`src/rtl/sva_seq_stim_gen_if.sv`:
```
// Handshake and stimulus bundle for sva_seq_stim_gen.
// Master issues requests; slave drives a/b and expected verdicts.
interface sva_seq_stim_gen_if #(
  parameter int LEN_WIDTH = 8,
  parameter int CNT_WIDTH = 16
);
  logic                 start;
  logic [LEN_WIDTH-1:0] len;
  logic [1:0]           kind;
  logic                 ready;
  logic                 busy;
  logic                 a;
  logic                 b;
  logic                 done;
  logic                 exp_succ;
  logic                 exp_fail;
  logic [CNT_WIDTH-1:0] txn_cnt;

  modport master (
    output start, len, kind,
    input  ready, busy, a, b, done,
    input  exp_succ, exp_fail, txn_cnt
  );

  modport slave (
    input  start, len, kind,
    output ready, busy, a, b, done,
    output exp_succ, exp_fail, txn_cnt
  );
endinterface

```
`src/rtl/sva_seq_stim_gen.sv`:
```
// Stimulus driver for "(!a && !b)[*0:$] ##1 b" checkers.
// Optional self-start LFSR enabled by defining STIM_LFSR_EN.
module sva_seq_stim_gen #(
  parameter int LEN_WIDTH  = 8,
  parameter int GAP_CYCLES = 2,
  parameter int CNT_WIDTH  = 16
) (
  input  logic gclk,
  input  logic grst,
`ifdef STIM_LFSR_EN
  input  logic auto_en,
`endif
  sva_seq_stim_gen_if.slave s
);

  localparam int GW = (GAP_CYCLES < 2) ? 1 : $clog2(GAP_CYCLES + 1);

  typedef enum logic [1:0] {
    IDLE,
    HOLD,
    TERM,
    GAP
  } state_t;

  state_t               state_q, state_d;
  logic [LEN_WIDTH-1:0] cnt_q, cnt_d;
  logic [1:0]           kind_q, kind_d;
  logic [GW-1:0]        gcnt_q, gcnt_d;
  logic                 a_q, a_d;
  logic                 b_q, b_d;
  logic                 done_q, done_d;
  logic                 succ_q, succ_d;
  logic                 fail_q, fail_d;
  logic                 ready_q, ready_d;
  logic                 busy_q, busy_d;
  logic [CNT_WIDTH-1:0] txn_q, txn_d;

  logic                 go;
  logic [LEN_WIDTH-1:0] go_len;
  logic [1:0]           go_kind;
  logic                 enter_term;
  logic [3:0]           tv;

  // Terminator pattern {a, b, succ, fail}; b wins when both are high.
  function automatic logic [3:0] term_vec(input logic [1:0] k);
    case (k)
      2'd0:    term_vec = 4'b0110;
      2'd1:    term_vec = 4'b1001;
      2'd2:    term_vec = 4'b1110;
      default: term_vec = 4'b0000;
    endcase
  endfunction

`ifdef STIM_LFSR_EN
  logic [15:0] lfsr_q, lfsr_d;
  logic        fb;

  // Free-running Fibonacci LFSR, taps 16,14,13,11.
  always_comb begin
    fb     = lfsr_q[15] ^ lfsr_q[13] ^ lfsr_q[12] ^ lfsr_q[10];
    lfsr_d = {lfsr_q[14:0], fb};
  end

  // Request source: LFSR overrides external start when auto_en.
  always_comb begin
    go      = auto_en | s.start;
    go_len  = auto_en ? lfsr_q[LEN_WIDTH-1:0] : s.len;
    go_kind = auto_en ? lfsr_q[15:14] : s.kind;
  end

  // LFSR state, reseeded on reset.
  always_ff @(posedge gclk or posedge grst) begin
    if (grst) lfsr_q <= 16'hACE1;
    else      lfsr_q <= lfsr_d;
  end
`else
  // Request source: external start only.
  always_comb begin
    go      = s.start;
    go_len  = s.len;
    go_kind = s.kind;
  end
`endif

  // Next-state and next-output logic for the transaction FSM.
  always_comb begin
    state_d    = state_q;
    cnt_d      = cnt_q;
    kind_d     = kind_q;
    gcnt_d     = gcnt_q;
    enter_term = 1'b0;
    tv         = 4'b0000;
    unique case (state_q)
      IDLE: begin
        if (go) begin
          kind_d = go_kind;
          if (go_len != '0) begin
            state_d = HOLD;
            cnt_d   = go_len;
          end else begin
            state_d    = TERM;
            enter_term = 1'b1;
            tv         = term_vec(go_kind);
          end
        end
      end
      HOLD: begin
        cnt_d = cnt_q - 1'b1;
        if (cnt_q == {{(LEN_WIDTH-1){1'b0}}, 1'b1}) begin
          state_d    = TERM;
          enter_term = 1'b1;
          tv         = term_vec(kind_q);
        end
      end
      TERM: begin
        if (GAP_CYCLES > 0) begin
          state_d = GAP;
          gcnt_d  = GW'(GAP_CYCLES);
        end else begin
          state_d = IDLE;
        end
      end
      GAP: begin
        gcnt_d = gcnt_q - 1'b1;
        if (gcnt_q == {{(GW-1){1'b0}}, 1'b1}) state_d = IDLE;
      end
      default: state_d = IDLE;
    endcase
    {a_d, b_d, succ_d, fail_d} = tv;
    done_d  = enter_term;
    txn_d   = txn_q + CNT_WIDTH'(enter_term);
    ready_d = (state_d == IDLE);
    busy_d  = (state_d != IDLE);
  end

  // State and registered outputs.
  always_ff @(posedge gclk or posedge grst) begin
    if (grst) begin
      state_q <= IDLE;
      cnt_q   <= '0;
      kind_q  <= '0;
      gcnt_q  <= '0;
      a_q     <= 1'b0;
      b_q     <= 1'b0;
      done_q  <= 1'b0;
      succ_q  <= 1'b0;
      fail_q  <= 1'b0;
      ready_q <= 1'b1;
      busy_q  <= 1'b0;
      txn_q   <= '0;
    end else begin
      state_q <= state_d;
      cnt_q   <= cnt_d;
      kind_q  <= kind_d;
      gcnt_q  <= gcnt_d;
      a_q     <= a_d;
      b_q     <= b_d;
      done_q  <= done_d;
      succ_q  <= succ_d;
      fail_q  <= fail_d;
      ready_q <= ready_d;
      busy_q  <= busy_d;
      txn_q   <= txn_d;
    end
  end

  assign s.ready    = ready_q;
  assign s.busy     = busy_q;
  assign s.a        = a_q;
  assign s.b        = b_q;
  assign s.done     = done_q;
  assign s.exp_succ = succ_q;
  assign s.exp_fail = fail_q;
  assign s.txn_cnt  = txn_q;

endmodule

```
`src/flat_wrapper.sv`:
```
// flat-port wrapper written by rule: the top's interface ports become plain ports
module sva_seq_stim_gen_flat 
#(
  parameter int LEN_WIDTH  = 8,
  parameter int GAP_CYCLES = 2,
  parameter int CNT_WIDTH  = 16
)
  (gclk, grst, s_start, s_len, s_kind, s_ready, s_busy, s_a, s_b, s_done, s_exp_succ, s_exp_fail, s_txn_cnt);
  sva_seq_stim_gen_if #(.LEN_WIDTH(LEN_WIDTH), .CNT_WIDTH(CNT_WIDTH)) s_i ();
  input  logic gclk;
  input  logic grst;
  input wire logic [$bits(s_i.start)-1:0] s_start;
  input wire logic [$bits(s_i.len)-1:0] s_len;
  input wire logic [$bits(s_i.kind)-1:0] s_kind;
  output wire logic [$bits(s_i.ready)-1:0] s_ready;
  output wire logic [$bits(s_i.busy)-1:0] s_busy;
  output wire logic [$bits(s_i.a)-1:0] s_a;
  output wire logic [$bits(s_i.b)-1:0] s_b;
  output wire logic [$bits(s_i.done)-1:0] s_done;
  output wire logic [$bits(s_i.exp_succ)-1:0] s_exp_succ;
  output wire logic [$bits(s_i.exp_fail)-1:0] s_exp_fail;
  output wire logic [$bits(s_i.txn_cnt)-1:0] s_txn_cnt;
  assign s_i.start = s_start;
  assign s_i.len = s_len;
  assign s_i.kind = s_kind;
  assign s_ready = s_i.ready;
  assign s_busy = s_i.busy;
  assign s_a = s_i.a;
  assign s_b = s_i.b;
  assign s_done = s_i.done;
  assign s_exp_succ = s_i.exp_succ;
  assign s_exp_fail = s_i.exp_fail;
  assign s_txn_cnt = s_i.txn_cnt;
  sva_seq_stim_gen #(.LEN_WIDTH(LEN_WIDTH), .GAP_CYCLES(GAP_CYCLES), .CNT_WIDTH(CNT_WIDTH)) u_core (.gclk(gclk), .grst(grst), .s(s_i));
endmodule
```
`config.mk`:
```
export PLATFORM = sky130hd
export DESIGN_NAME = sva_seq_stim_gen_flat
export DESIGN_NICKNAME = d
export VERILOG_FILES = /design/src/rtl/sva_seq_stim_gen_if.sv /design/src/rtl/sva_seq_stim_gen.sv /design/src/flat_wrapper.sv
export SDC_FILE = /design/constraint.sdc
export NUM_CORES = 1
export LEC_CHECK = 0
export BUFFER_PORTS_ARGS = -buffer_cell sky130_fd_sc_hd__buf_2
export CAP_MARGIN = 20
export CELL_PAD_IN_SITES_DETAIL_PLACEMENT = 1
export CELL_PAD_IN_SITES_GLOBAL_PLACEMENT = 1
export CORE_AREA = 2 2 67 69
export CTS_CLUSTER_DIAMETER = 80
export DETAILED_ROUTE_END_ITERATION = 10
export DIE_AREA = 0 0 69 71
export PLACE_DENSITY = 0.82
export SYNTH_ARGS = -nofsm -noshare
export SYNTH_HDL_FRONTEND = slang
export SYNTH_SLANG_ARGS = --single-unit
```
`constraint.sdc`:
```
create_clock -name gclk -period 3.7 [get_ports gclk]
set_clock_uncertainty 0.2 [all_clocks]
set_input_delay 0.37 -clock gclk [delete_from_list [all_inputs] [get_ports gclk]]
set_output_delay 0.37 -clock gclk [all_outputs]
set_load 0.1 [all_outputs]
```
==> flow_summary_export.csv <==
group,metric,value,unit
synthesis,synth_top_area_share,47.95,%
placement,gp_congestion,0.7616,
drt,via_per_inst,5.353,
timing,slew_headroom,40.40,%
synthesis,synth_area_leader_cell,"dfrtp_1",
pwr,leakage,1.110,nW
synthesis,synth.most_common_cell,"dfrtp_1",
timing,fin_crit,2.685,ns
clock_network,htreeDepth,2,
floorplanning,dieWidth,69,um
synthesis,synth_area_leaders,"dfrtp_1 48%, ha_1 9.6%, nand3_1 3.8%",
synthesis,synth-edff-count,0,
timing,fmax,0.3724,GHz
final_layout,multi_input_area,867.1,um^2
hold_path,min_path_type,"input port to asynchronous set/reset pin",
floorplanning,placementRows,24,
timing,rsz0062_at_grt,"false",
timing,max_slew.worst_pin.slew,0.8930,ns
clock_network,clockRootBuffer,"clkbuf_8",
clock_network,clk_latency,0.29,ns
synthesis,synthTopCellsByCount,"35 x dfrtp_1, 15 x nand2_1, 14 x ha_1, 14 x nand3_1, 13 x nor2_1",
clock_network,cts_buffers,5,
grt,grt_start_max_net_pins,24,
clock_network,cts-hold-fix-buffers,0,
placement,hpwl,3256,um
grt,grt_first_pass_wirelength,7100,um
clock_network,cts.sinks,36,
synthesis,synth.distinct_cells,40,
synthesis,synth_ff_type,"dfrtp_1",
final_layout,drive_above_1_share,23.83,%
synthesis,netlist_instances,173,
grt,grtUsageTotal,18.64,%
synthesis,yosysSeqAreaShare,49.38,%
floorplanning,ios,36,
synthesis,syn-cell-area,0.001827,mm^2
floorplanning,core_area,0.004204,mm^2
final_layout,fillerInstances,484,
drt,first_iter_violations,26,
grt,antenna_found_initial,0,
pwr,p_per_area,644.6,mW/mm^2
flow_run,maxCapViolations,0,
timing,setup_viol,0,
clock_network,clockBufferDepth,2,
synthesis,synth_seq_cells,36,
clock_network,post_cts_resized,0,
timing,maxSlewViolCount,0,
synthesis,async_flop_share,100.0,%
drt,drcViolationCount,0,
placement,numPortBuffers,35,
timing,tns,0,ns
floorplanning,start_util,43.45,%
final_layout,fin_nets,240,
critical_path,cp_max_fo,5,
drt,vias,1424,
placement,post-place-ws,1.007,ns
grt,grt_pass1_vias,1464,
pwr,peakVddDrop,0.2712,mV
grt,grt.overflow.total,0,
timing,final_hold_viol_count,0,
drt,wirelength,4113,um
clock_network,cts_tree,"done",
final_layout,seq_area,902.1,um^2
synthesis,synth.avg_cell_area,10.56,um^2
final_layout,areaGrowthSynthToFinish,18.77,%
critical_path,cp_data_arrival_time,2.71,ns
clock_network,post-cts-setup-buffers,0,
floorplanning,die_area,0.004899,mm^2
drt,drt_pre_antenna_iters,4,
critical_path,endpoint_kind,"register",
floorplanning,die_y,71,um
outcome,status,"complete, no violations",
synthesis,synth_fp_nets,200,
synthesis,yosysWarningCount,0,
critical_path,required,3.72,ns
timing,fin_ws,1.015,ns
clock_network,clk_pin_slew_worst_paths,0.07,ns
critical_path,worstSetupPathType,"register to register",
final_layout,antenna_cells,0,
drt,ant_nets,0,
critical_path,start_kind,"register",
timing,timing.final.crit_share,72.57,%
drt,wl_per_cell,15.46,um
kinds of logic (layout without fill, tap and decap cells):
logic type	count (synthesis)	in the layout	share of synthesized area [%]
fa+ha+maj	14	14	9.589
simple gates	68	68	20.14
compound gates	27	27	10.48
flops	36	36	49.38
xor+xnor	14	14	6.712
mux	1	1	0.5480
buf+inv	13	54	3.150
per-stage QoR:
stage | power [mW] | util [%] | cells | hold slack, ns | cell area, um^2
2_1_floorplan | 0.9500 | - | 173 | 0.2572 | 1827
3_3_place_gp | 1.048 | 48.96 | 258 | 0.2611 | 2058
3_5_place_dp | 1.066 | 48.96 | 258 | 0.2657 | 2058
4_1_cts | 1.416 | 51.61 | 266 | 0.08635 | 2170
5_1_grt | 1.505 | 51.61 | 266 | 0.1122 | 2170
6_report | 1.398 | 51.61 | 266 | 0.05802 | 2170
where the power goes:
part           leakage [nW]  internal (mW)  total (mW)  switching (mW)
Clock                0.0541          0.199       0.344           0.145
Sequential            0.459          0.488       0.594           0.106
Combinational         0.596          0.167       0.460           0.293
Total                  1.11          0.855        1.40           0.544
path summary, 6_finish.rpt:
| check | startpoint | to | slack (ns) | cells past startpoint |
|---|---|---|---|---|
| worst min register to register | u_core.gcnt_q[0] | u_core.gcnt_q[0] | 0.28 | 1 |
| max in group asynchronous | grst | u_core.kind_q[1] | 2.52 | 3 |
| worst max-delay path | u_core.cnt_q[3] | u_core.s.txn_cnt[9] | 1.01 | 9 |
| worst min-delay path | grst | u_core.s.txn_cnt[7] | 0.06 | 2 |
| worst max register to register | u_core.cnt_q[3] | u_core.s.txn_cnt[9] | 1.01 | 9 |
| min in group gclk | s_kind[0] | u_core.kind_q[0] | 0.14 | 3 |
critical path, stage by stage, from the launching register on:
cell and delay, ns:
dfrtp_1 0.42, or3_4 0.41, nor4_1 0.33, nand2_1 0.15
nand2_1 0.10, ha_1 0.20, nand3_1 0.16, nor2_1 0.25
and4_1 0.24, xor2_1 0.14
sequential cells by signal (all words and copies together), names as in the netlist:
signal / flops
u_core.s.a: 1
u_core.s.done: 1
u_core.kind_q: 2
u_core.s.b: 1
u_core.state_q: 2
u_core.s.txn_cnt: 16
u_core.s.busy: 1
u_core.cnt_q: 8
u_core.s.ready: 1
u_core.gcnt_q: 2
u_core.s.exp_fail: 1
layout make-up:
class,count,area share [%]
flip-flops and latches,36,41.58
multi-input cells,124,39.97
repair buffers,37,8.766
clock buffers,5,3.172
well taps,52,2.999
clock inverters,3,1.961
inverters,9,1.557
placed cells by master, fill, tap and decap left out, types with 2 or more instances in the layout:
| cell type | instances |
|---|---|
| buf_2 | 35 |
| dfrtp_1 | 35 |
| nand2_1 | 15 |
| nand3_1 | 14 |
| ha_1 | 14 |
| nor2_1 | 13 |
| inv_1 | 9 |
| xnor2_1 | 7 |
| xor2_1 | 7 |
| o21ai_0 | 7 |
| a21oi_1 | 5 |
| clkbuf_8 | 5 |
| or4_1 | 4 |
| nor4_1 | 4 |
| o211ai_1 | 3 |
| and3_1 | 3 |
| or2_2 | 2 |
| nor2b_1 | 2 |
| nand2b_1 | 2 |
| and4_1 | 2 |
| a22o_1 | 2 |
| o22a_1 | 2 |
| buf_4 | 2 |
metal layers:
layer  up-vias  track usage (%)  routed length (um)
met3        11            4.416                 189
li1        684                -                   -
met2        35            31.52                2066
met4         0            10.02                 121
met1       694            22.07                1736
met5         -                0                   0
No activity file was read; power rests on OpenSTA's default activity.
